**src/rtl/uart_tx_arbiter_if.sv**
```systemverilog
// Requester/transmitter bundle for the shared UART TX arbiter.
// master = requesters plus transmitter feedback; slave = the arbiter.
interface uart_tx_arbiter_if #(
  parameter int NUM_REQ    = 4,
  parameter int DATA_WIDTH = 8
);
  localparam int OW = $clog2(NUM_REQ);

  logic [NUM_REQ-1:0]            req;
  logic [NUM_REQ*DATA_WIDTH-1:0] req_data;
  logic [NUM_REQ-1:0]            req_lock;
  logic [NUM_REQ-1:0]            gnt;
  logic                          tx_start;
  logic [DATA_WIDTH-1:0]         tx_data;
  logic                          tx_done;
  logic [OW-1:0]                 owner;
  logic                          busy;
  logic                          err_timeout;

  modport master (
    output req, req_data, req_lock, tx_done,
    input  gnt, tx_start, tx_data, owner, busy, err_timeout
  );

  modport slave (
    input  req, req_data, req_lock, tx_done,
    output gnt, tx_start, tx_data, owner, busy, err_timeout
  );
endinterface

```
**src/rtl/uart_tx_arbiter.sv**
```systemverilog
// Round-robin arbiter feeding one UART transmitter, with per-requester byte locking and a tx_done timeout.
// Latency: req -> gnt 1 clk, gnt -> tx_start 1 clk; all outputs are registered.
// Backpressure: requests are level-held until gnt; one frame in flight until tx_done or timeout.
module uart_tx_arbiter #(
  parameter int NUM_REQ        = 4,
  parameter int DATA_WIDTH     = 8,
  parameter int TIMEOUT_CYCLES = 65535
) (
  input  logic             clk,
  input  logic             rst,
  uart_tx_arbiter_if.slave bus
);
  localparam int OW = $clog2(NUM_REQ);
  localparam logic [15:0] TO_LAST = 16'(TIMEOUT_CYCLES - 1);

  typedef enum logic [1:0] {IDLE, LAUNCH, WAIT_DONE, ERR} state_t;

  state_t                state;
  logic [OW-1:0]         last_owner;
  logic [OW-1:0]         owner_q;
  logic [15:0]           cnt;
  logic [NUM_REQ-1:0]    gnt_q;
  logic                  tx_start_q;
  logic [DATA_WIDTH-1:0] tx_data_q;
  logic                  busy_q;
  logic                  err_q;

  logic                  pick_vld;
  logic [OW-1:0]         pick_idx;
  logic [OW-1:0]         cand;
  logic                  relock;

  // Search starts just above the previous owner, so the previous owner is tried last.
  always_comb begin
    pick_vld = 1'b0;
    pick_idx = '0;
    cand     = '0;
    for (int i = 1; i <= NUM_REQ; i++) begin
      cand = OW'((int'(last_owner) + i) % NUM_REQ);
      if (!pick_vld && bus.req[cand]) begin
        pick_vld = 1'b1;
        pick_idx = cand;
      end
    end
  end

  assign relock = bus.req_lock[owner_q] && bus.req[owner_q];

  always_ff @(posedge clk or negedge rst) begin
    if (!rst) begin
      state      <= IDLE;
      last_owner <= OW'(NUM_REQ - 1);
      owner_q    <= '0;
      cnt        <= '0;
      gnt_q      <= '0;
      tx_start_q <= 1'b0;
      tx_data_q  <= '0;
      busy_q     <= 1'b0;
      err_q      <= 1'b0;
    end else begin
      gnt_q      <= '0;
      tx_start_q <= 1'b0;
      err_q      <= 1'b0;
      case (state)
        IDLE: begin
          if (pick_vld) begin
            gnt_q     <= {{(NUM_REQ-1){1'b0}}, 1'b1} << pick_idx;
            tx_data_q <= bus.req_data[pick_idx*DATA_WIDTH +: DATA_WIDTH];
            owner_q   <= pick_idx;
            busy_q    <= 1'b1;
            state     <= LAUNCH;
          end
        end
        LAUNCH: begin
          tx_start_q <= 1'b1;
          cnt        <= '0;
          state      <= WAIT_DONE;
        end
        WAIT_DONE: begin
          // tx_done is tested first so it beats a coincident timeout.
          if (bus.tx_done) begin
            if (relock) begin
              gnt_q     <= {{(NUM_REQ-1){1'b0}}, 1'b1} << owner_q;
              tx_data_q <= bus.req_data[owner_q*DATA_WIDTH +: DATA_WIDTH];
              state     <= LAUNCH;
            end else begin
              last_owner <= owner_q;
              busy_q     <= 1'b0;
              state      <= IDLE;
            end
          end else if (cnt >= TO_LAST) begin
            err_q      <= 1'b1;
            last_owner <= owner_q;
            state      <= ERR;
          end else if (cnt != 16'hFFFF) begin
            cnt <= cnt + 16'd1;
          end
        end
        ERR: begin
          busy_q <= 1'b0;
          state  <= IDLE;
        end
      endcase
    end
  end

  assign bus.gnt         = gnt_q;
  assign bus.tx_start    = tx_start_q;
  assign bus.tx_data     = tx_data_q;
  assign bus.owner       = owner_q;
  assign bus.busy        = busy_q;
  assign bus.err_timeout = err_q;
endmodule

```
**src/flat_wrapper.sv**
```systemverilog
// flat-port wrapper written by rule: the top's interface ports become plain ports
module uart_tx_arbiter_flat 
#(
  parameter int NUM_REQ        = 4,
  parameter int DATA_WIDTH     = 8,
  parameter int TIMEOUT_CYCLES = 65535
)
  (clk, rst, bus_req, bus_req_data, bus_req_lock, bus_tx_done, bus_gnt, bus_tx_start, bus_tx_data, bus_owner, bus_busy, bus_err_timeout);
  uart_tx_arbiter_if #(.NUM_REQ(NUM_REQ), .DATA_WIDTH(DATA_WIDTH)) bus_i ();
  input  logic clk;
  input  logic rst;
  input wire logic [$bits(bus_i.req)-1:0] bus_req;
  input wire logic [$bits(bus_i.req_data)-1:0] bus_req_data;
  input wire logic [$bits(bus_i.req_lock)-1:0] bus_req_lock;
  input wire logic [$bits(bus_i.tx_done)-1:0] bus_tx_done;
  output wire logic [$bits(bus_i.gnt)-1:0] bus_gnt;
  output wire logic [$bits(bus_i.tx_start)-1:0] bus_tx_start;
  output wire logic [$bits(bus_i.tx_data)-1:0] bus_tx_data;
  output wire logic [$bits(bus_i.owner)-1:0] bus_owner;
  output wire logic [$bits(bus_i.busy)-1:0] bus_busy;
  output wire logic [$bits(bus_i.err_timeout)-1:0] bus_err_timeout;
  assign bus_i.req = bus_req;
  assign bus_i.req_data = bus_req_data;
  assign bus_i.req_lock = bus_req_lock;
  assign bus_i.tx_done = bus_tx_done;
  assign bus_gnt = bus_i.gnt;
  assign bus_tx_start = bus_i.tx_start;
  assign bus_tx_data = bus_i.tx_data;
  assign bus_owner = bus_i.owner;
  assign bus_busy = bus_i.busy;
  assign bus_err_timeout = bus_i.err_timeout;
  uart_tx_arbiter #(.NUM_REQ(NUM_REQ), .DATA_WIDTH(DATA_WIDTH), .TIMEOUT_CYCLES(TIMEOUT_CYCLES)) u_core (.clk(clk), .rst(rst), .bus(bus_i));
endmodule
```
**config.mk**
```make
export PLATFORM = sky130hd
export DESIGN_NAME = uart_tx_arbiter_flat
export DESIGN_NICKNAME = d
export VERILOG_FILES = /design/src/rtl/uart_tx_arbiter_if.sv /design/src/rtl/uart_tx_arbiter.sv /design/src/flat_wrapper.sv
export SDC_FILE = /design/constraint.sdc
export NUM_CORES = 1
export LEC_CHECK = 0
export BUFFER_PORTS_ARGS = -buffer_cell sky130_fd_sc_hd__buf_2
export CAP_MARGIN = 20
export CORE_MARGIN = 3
export CORE_UTILIZATION = 40
export DETAILED_ROUTE_END_ITERATION = 10
export HOLD_SLACK_MARGIN = 0.1
export SLEW_MARGIN = 20
export SYNTH_ARGS = -nofsm -noshare
export SYNTH_HDL_FRONTEND = slang
export SYNTH_SLANG_ARGS = --single-unit
```
**constraint.sdc**
```tcl
create_clock -name clk -period 2.3 [get_ports clk]
set_input_delay 0 -clock clk [delete_from_list [all_inputs] [get_ports clk]]
set_output_delay 0 -clock clk [all_outputs]
set_load 0.05 [all_outputs]
```
# Word level (Yosys, flattened, before mapping)
# Cells that the tools add are included.
# totals
register_bits	37
inputBits	43
elab_cells	103
# classes
n_addsub	5
n_lt_le_gt_ge	6
n_eq_ne	13
n_shift	4
muxes	48
n_reduce_logical	18
# op_table
cell	n
32-bit by 6-bit indexed part select with 8-bit output	2
16-bit two-way mux	3
16-bit one-hot mux with 2 select lines	1
8-bit two-way mux	3
2-bit two-way mux	10
1-bit two-way mux	18
16-bit by 1-bit adder with 16-bit output (second input constant)	1
16-bit >= comparator (second input constant)	1
16-bit inequality test (second input constant)	1
8-bit one-hot mux with 2 select lines	1
2-bit by 3-bit less-than comparator with 1-bit output (second input constant)	5
1-bit binary-select mux with 2-bit select	6
4-bit two-way mux	3
4-bit AND reduction	3
2-bit inequality test (second input constant)	5
2-bit one-hot mux with 4 select lines	1
4-bit one-hot mux with 2 select lines	1
1-bit by 2-bit << shifter with 4-bit output (first input constant)	2
2-bit by 1-bit inequality test with 1-bit output (second input constant)	3
2-bit nonzero test	3
2-bit by 1-bit adder with 2-bit output (second input constant)	2
2-bit adder (second input constant)	2
2-bit == test (second input constant)	2
1-bit logical AND	4
other kinds (8)	11

# Logic depth before layout (Yosys ltp)
# Gate-level depths: netlist (run 1).
# logic_depth
word_depth	16
depth_mapped	8

# Worst setup path after synthesis (run 1)
# Ideal clock, no wire load.
# synth_timing
kind	register -> register
from	register u_core.owner_q[0], in the netlist u_core.bus.owner[0]
to	register u_core.tx_data_q[7], in the netlist u_core.bus.tx_data[7]
arrival_ns	2.057
t_required_ns	2.170
setup_slack_ns	0.113
stages_incl_launch_ff	7
period_less_slack_ns	2.187
cell_sequence	dfrtp_1 > clkbuf_1 > mux4_2 > o31ai_4 > and3_1 > buf_6 > a221oi_2
# synth_via
elab_chain_len	5
# synth_rtl
item	line_no	source
from (decl)	uart_tx_arbiter.sv:20	logic [OW-1:0] owner_q;
from (signal assigned)	uart_tx_arbiter.sv:69	owner_q <= pick_idx;
parallel branches: the longest is 5 deep, another holds 32-bit by 6-bit indexed part select with 8-bit output	n/a	
to (signal assigned)	uart_tx_arbiter.sv:68	tx_data_q <= bus.req_data[pick_idx*DATA_WIDTH +: DATA_WIDTH];
to (signal assigned)	uart_tx_arbiter.sv:84	tx_data_q <= bus.req_data[owner_q*DATA_WIDTH +: DATA_WIDTH];
to (decl)	uart_tx_arbiter.sv:24	logic [DATA_WIDTH-1:0] tx_data_q;
# Several ways; the timed one is not identified. The select of a mux whose other input is x is not followed.
# A chain may end at the register's enable or synchronous reset.

# Worst setup path in the final report (run 1)
# layout_timing
from	register u_core.cnt[0]
to	register u_core.cnt[10]
# layout_via
elab_chain_len	5
# layout_rtl
item	line_no	source
from (decl)	uart_tx_arbiter.sv:21	logic [15:0] cnt;
from (signal assigned)	uart_tx_arbiter.sv:96	cnt <= cnt + 16'd1;
16-bit by 1-bit adder with 16-bit output	uart_tx_arbiter.sv:96	
16-bit two-way mux	uart_tx_arbiter.sv:95	end else if (cnt != 16'hFFFF) begin
16-bit two-way mux	uart_tx_arbiter.sv:91	end else if (cnt >= TO_LAST) begin
16-bit two-way mux	uart_tx_arbiter.sv:81	if (bus.tx_done) begin
16-bit one-hot mux with 2 select lines	uart_tx_arbiter.sv:64	case (state)
# Parallel ways exist; a longest one is shown, timed or not. The select of a mux whose other input is x is not followed.

==> flow_metrics.py, run 1 <==
metrics = {
    "synthesis": {
        "synth_cells": 225,
        "synth.yosys.seq_area_share": 0.4068,
        "syn_area_per_cell_um2": 10.14,
        "synth_top_cell_area_share": 0.3838,
        "yosys.area.top_type": "dfrtp_1",
        "synth_cell_types": 55,
        "syn_nets": 270,
        "yosys_warnings": 0,
        "synth-main-ff-cell": "dfrtp_1",
        "synth_common_cells": "dfrtp_1, a21oi_1, mux2i_1",
        "synth_edf_count": 0,
        "async_reset_ff_frac": 1.000,
        "syn-cell-area_mm2": 0.002282,
        "synth_area_leaders": "dfrtp_1, mux2i_1, a221oi_2",
        "yosysMostFrequentCell": "dfrtp_1",
        "ys_ff_latch": 37,
    },
    "worst_setup_path": {
        "cp-startpoint": "u_core.cnt[0]$_DFFE_PN0P_",
        "critPathKind": "flop to flop",
        "worst_path_max_delay_cell": "or4_1",
        "worstSetupEndpointType": "flop",
        "required_ns": 2.51,
        "worstPathArrival_ns": 2.33,
        "timing.rr.start": "u_core.cnt[0]$_DFFE_PN0P_",
        "cp_max_fo": 21,
        "crit_chain": "ha_1 -> o31ai_2 -> nor4_2 -> buf_12 -> or4_1 -> a21oi_1",
        "critPathMaxStageDelay_ns": 0.50,
        "worstSetupStartpointType": "flop",
        "cp.depth": 6,
        "critical-path-top-delay-family": "simple AND/OR/NAND/NOR gates",
        "worst-path-buf-inv": 1,
        "rr_worst_depth": 6,
    },
    "routing": {
        "drc": 0,
        "ant_nets": 0,
        "drt_first_pass_iters": 4,
        "wl_mm": 5.566,
        "vias": 2044,
        "viasPerCell": 5.323,
        "drt_iter0_markers": 107,
        "post_drt_wl_per_cell_um": 14.49,
    },
    "die": {
        "fp.dieW_um": 81.54,
        "ios": 60,
        "dieArea_mm2": 0.006648,
        "die_h_um": 81.54,
        "row_count": 26,
        "core_mm2": 0.005303,
        "start_util": 0.4304,
    },
    "clock_network": {
        "clk_pin_slew_ns": 0.08,
        "cts_sinks": 37,
        "clockBufferDepth": 2,
        "hold_buffers": 22,
        "clockRootBuffer": "clkbuf_8",
        "cts_setup_buffers": 0,
        "cts_resized": 0,
        "cts_tree": "done",
        "cts_max_level": 2,
        "clk_latency_ns": 0.29,
        "cts_inserted_buffers": 5,
    },
    "layout": {
        "multiInputGateArea_mm2": 0.001266,
        "final_core_util": 0.5696,
        "synthToLayoutAreaGrowth_pct": 32.35,
        "n_antenna_cell": 0,
        "fin_nets": 358,
        "seq_area_um2": 928.4,
        "fillers": 452,
        "drive_above_1_share": 0.3376,
    },
    "placed_design": {
        "gp_congestion": 0.8399,
        "port_buffers": 59,
        "dp_hpwl_mm": 3.840,
    },
    "power": {
        "powerDensity_mw_per_mm2": 1137,
        "leakage_nw": 1.356,
        "peakVddDrop_uv": 648.4,
    },
    "timing": {
        "finClkSkew_ns": 0.008777,
        "period_share": 0.9194,
        "drv_slew": 0,
        "finalSetupViolations": 0,
        "tns_ns": 0,
        "hold_viol_final": 0,
        "max_freq_ghz": 0.4729,
        "rsz0062_at_grt": "no",
        "relSlewSlack": 0.4479,
        "worst_pin_slew_ns": 0.8281,
        "period_minus_slack_ns": 2.115,
    },
    "global_routing": {
        "antenna_found_initial": 0,
        "overflow": 0,
        "grt_max_degree": 38,
        "grt_pass1_wl_mm": 9.308,
        "first_global_vias": 2032,
        "grtUsageTotal": 0.1804,
    },
    "job": {
        "cap_violations": 0,
    },
    "status": {
        "status": "finished clean",
    },
    "hold_path": {
        "hold_path.startpoint": "bus_req_data[30]",
        "hold_depth": 3,
        "hold_path_class": "primary input to flop",
    },
}
## layout make-up
class | count | share of cell area
Clock buffer | 7 | 0.03190
Sequential cell | 37 | 0.3074
Multi-Input combinational cell | 170 | 0.4192
Clock inverter | 1 | 0.001657
Timing Repair Buffer | 92 | 0.2022
Tap cell | 70 | 0.02900
Inverter | 7 | 0.008699
## through the flow
step / std cells / total power [mW] / worst slack [ns] / hold slack, ns / cell area, µm²
2_1_floorplan: 225 / 2.480 / 0.1135 / -0.2956 / 2282
3_3_place_gp: 354 / 2.927 / 0.2778 / 0.1506 / 2699
3_5_place_dp: 354 / 2.931 / 0.2148 / 0.1581 / 2699
4_1_cts: 384 / 3.462 / 0.2025 / 0.1016 / 3020
5_1_grt: 384 / 3.648 / 0.03724 / 0.1110 / 3020
6_report: 384 / 3.434 / 0.1853 / 0.1017 / 3020
## cells in the final DEF, fill, tap and decap left out, drive strengths merged, types with 9 or more instances in the layout
cell type	n
mux2i	16
nand2	15
dlygate4sd3	22
buf	70
a21oi	18
nand4	9
dfrtp	35
nor2	15
o21ai	12
## cell families after synthesis
group | Yosys count | share of synthesized area
simple gates | 88 | 0.2319
compound gates | 61 | 0.2204
flops | 37 | 0.4068
mux | 19 | 0.08991
buf+inv | 18 | 0.04002
fa+ha+maj | 2 | 0.01096
## state kept, by name, indices dropped and copies added, names as in the netlist
| signal | cells |
|---|---|
| u_core.bus.busy | 1 |
| u_core.bus.err_timeout | 1 |
| u_core.bus.gnt | 4 |
| u_core.bus.owner | 2 |
| u_core.bus.tx_data | 8 |
| u_core.bus.tx_start | 1 |
| u_core.cnt | 16 |
| u_core.last_owner | 2 |
| u_core.state | 2 |
## layer usage
| metal | global-route usage | vias to the layer above | share of wire |
|---|---|---|---|
| li1 | - | 1043 | - |
| met1 | 0.2315 | 931 | 0.46 |
| met2 | 0.3094 | 65 | 0.46 |
| met3 | 0.03728 | 5 | 0.068 |
| met4 | 0.04561 | 0 | 0.010 |
| met5 | 0 | - | 0 |
## tightest hold or removal path, delay by kind of cell
| family | cells | cell delay [ns] |
|---|---|---|
| mux | 1 | 0.16 |
| buf+inv | 1 | 0.10 |
| compound gates | 1 | 0.09 |
## report_power, final
part | switching (mW) | internal, mW
Clock | 0.230 | 0.271
Sequential | 0.131 | 0.845
Combinational | 1.25 | 0.712
Total | 1.61 | 1.83
## path summary, 6_finish.rpt
check,slack [ns],to
hold reg to reg,0.53,u_core.cnt[15]$_DFFE_PN0P_
max in group asynchronous,1.43,u_core.bus.tx_data[1]$_DFFE_PN0P_
setup / recovery,0.19,u_core.cnt[10]$_DFFE_PN0P_
setup reg to reg,0.19,u_core.cnt[10]$_DFFE_PN0P_
min in group asynchronous,0.35,u_core.cnt[3]$_DFFE_PN0P_
hold / removal,0.10,u_core.bus.tx_data[6]$_DFFE_PN0P_
Power figures use the tool's default switching activity.
==> run 2, diff against run 1 <==
--- a/config.mk
+++ b/config.mk
@@ -11,6 +11,7 @@
 export CORE_UTILIZATION = 40
 export DETAILED_ROUTE_END_ITERATION = 10
 export HOLD_SLACK_MARGIN = 0.1
+export PLACE_DENSITY = 0.69
 export SLEW_MARGIN = 20
 export SYNTH_ARGS = -nofsm -noshare
 export SYNTH_HDL_FRONTEND = slang
==> flow_metrics.py, run 2 (synthesis gave the netlist of run 1 again) <==
metrics = {
    "status": {
        "status": "finished clean",
    },
    "layout": {
        "largest_register": "u_core.cnt",
        "largest_reg_flops": 16,
        "drive_above_1_share": 0.3396,
        "final_cell_mix": "buf_2, dfrtp_1, dlygate4sd3_1, a21oi_1, mux2i_1",
        "fillers": 445,
        "fin_nets": 362,
        "stdcell_count": 388,
        "final_common_cell": "buf_2",
        "n_antenna_cell": 0,
        "synthToLayoutAreaGrowth_pct": 33.88,
    },
    "routing": {
        "drc": 0,
        "wl_mm": 5.803,
        "vias": 2116,
        "drt_iter0_markers": 171,
        "post_drt_wl_per_cell_um": 14.96,
        "viasPerCell": 5.454,
        "ant_nets": 0,
        "drt_first_pass_iters": 4,
    },
    "clock_network": {
        "cts_max_level": 2,
        "cts_tree": "done",
        "clk_latency_ns": 0.28,
        "cts_inserted_buffers": 5,
        "clockBufferDepth": 2,
        "cts_setup_buffers": 0,
        "clockRootBuffer": "clkbuf_8",
        "clk_pin_slew_ns": 0.07,
        "cts_sinks": 37,
    },
    "die": {
        "dieArea_mm2": 0.006648,
        "core_mm2": 0.005303,
        "row_count": 26,
        "fp.dieW_um": 81.54,
        "ios": 60,
        "die_h_um": 81.54,
        "start_util": 0.4304,
    },
    "timing": {
        "setup_ws_ns": 0.2027,
        "period_minus_slack_ns": 2.097,
        "fin_hold_ws_ns": 0.1023,
        "finalSetupViolations": 0,
        "tns_ns": 0,
        "hold_viol_final": 0,
        "relSlewSlack": 0.4657,
        "finClkSkew_ns": 0.008238,
        "period_share": 0.9119,
        "worst_pin_slew_ns": 0.8014,
        "drv_slew": 0,
        "rsz0062_at_grt": "no",
        "max_freq_ghz": 0.4768,
    },
    "placed_design": {
        "port_buffers": 59,
        "gp_congestion": 0.9132,
        "dp.cells": 357,
        "dp_hpwl_mm": 3.993,
        "post-place-ws_ns": 0.2394,
    },
    "global_routing": {
        "grt_max_degree": 38,
        "use_met2": 0.2964,
        "met1_usage": 0.2399,
        "antenna_found_initial": 0,
        "grt-busiest-layer": "met2",
        "overflow": 0,
        "grt_pass1_wl_mm": 9.328,
        "use_met3": 0.03838,
        "first_global_vias": 2002,
        "grtUsageTotal": 0.1796,
    },
    "hold_path": {
        "hold_depth": 3,
        "hold_path.startpoint": "bus_req_data[9]",
        "hold_path_class": "primary input to flop",
    },
    "worst_setup_path": {
        "rr_worst_depth": 6,
        "cp_max_fo": 10,
        "worstSetupEndpointType": "flop",
        "worstSetupStartpointType": "flop",
        "required_ns": 2.51,
        "crit_chain": "ha_1 -> o31ai_2 -> nor4_2 -> buf_4 -> or4b_1 -> a21oi_1",
        "cp-startpoint": "u_core.cnt[0]$_DFFE_PN0P_",
        "worst_path_max_delay_cell": "or4b_1",
        "critPathKind": "flop to flop",
        "timing.rr.start": "u_core.cnt[0]$_DFFE_PN0P_",
        "worstPathArrival_ns": 2.30,
        "critPathMaxStageDelay_ns": 0.50,
    },
    "power": {
        "fin_total_pwr_mw": 3.543,
        "peakVddDrop_uv": 537.6,
        "leakage_nw": 1.377,
        "powerDensity_mw_per_mm2": 1160,
    },
    "job": {
        "cap_violations": 0,
    },
}
==> run 2: changes by cell type in the layout (fill, tap and decap cells not counted) <==
cell	delta
clkbuf_8	-1
buf_12	-1
dlygate4sd3_1	+1
buf_4	+4
clkbuf_1	+1
bufinv_16	+1
clkinv_2	-1
==> run 2: critical path, delay by kind of cell (launching register included) <==
| family | cells | cell delay, ns |
|---|---|---|
| and+or+nand+nor | 2 | 0.62 |
| AOI/OAI and AO/OA | 2 | 0.50 |
| DFF | 1 | 0.45 |
| adders and majority gates | 1 | 0.28 |
| buffers and inverters | 1 | 0.18 |
==> run 2: final cells by class <==
type / count / area, µm² / share of cell area
Clock buffer: 7 / 86.33 / 0.02826
Sequential cell: 37 / 928.4 / 0.3038
Inverter: 7 / 26.28 / 0.008600
Tap cell: 70 / 87.58 / 0.02867
Multi-Input combinational cell: 170 / 1266 / 0.4144
Clock inverter: 1 / 30.03 / 0.009828
Timing Repair Buffer: 96 / 630.6 / 0.2064
==> run 2: what timing repair did <==
item                       CTS  global route
hold buffers                21             2
resized for setup            0             0
setup endpoints to repair    0             0
hold endpoints to repair    44             1
==> run 2: report_power, final <==
| part | total [mW] | switching, mW | internal [mW] |
|---|---|---|---|
| clock | 0.566 | 0.213 | 0.353 |
| combinational | 2.00 | 1.27 | 0.733 |
| sequential | 0.978 | 0.133 | 0.845 |
| total | 3.54 | 1.61 | 1.93 |
==> run 2: worst paths after layout <==
check,endpoint,slack [ns]
min in group asynchronous,u_core.cnt[6]$_DFFE_PN0P_,0.33
max in group asynchronous,u_core.bus.tx_data[3]$_DFFE_PN0P_,1.46
worst min register to register,u_core.cnt[15]$_DFFE_PN0P_,0.54
worst max-delay path,u_core.cnt[14]$_DFFE_PN0P_,0.20
worst max register to register,u_core.cnt[14]$_DFFE_PN0P_,0.20
worst min-delay path,u_core.bus.tx_data[1]$_DFFE_PN0P_,0.10
==> run 2: routing by layer <==
layer  share of wire  routed length (µm)
met4          0.0040                  23
met2            0.47                2735
met1            0.45                2615
met3           0.074                 429
met5               0                   0
==> run 2: stage by stage <==
stage          cell area (µm²)    util
3_5_place_dp              2709  0.5109
4_1_cts                   3035  0.5724
6_report                  3055  0.5762
2_1_floorplan             2282       -
3_3_place_gp              2709  0.5109
5_1_grt                   3055  0.5762
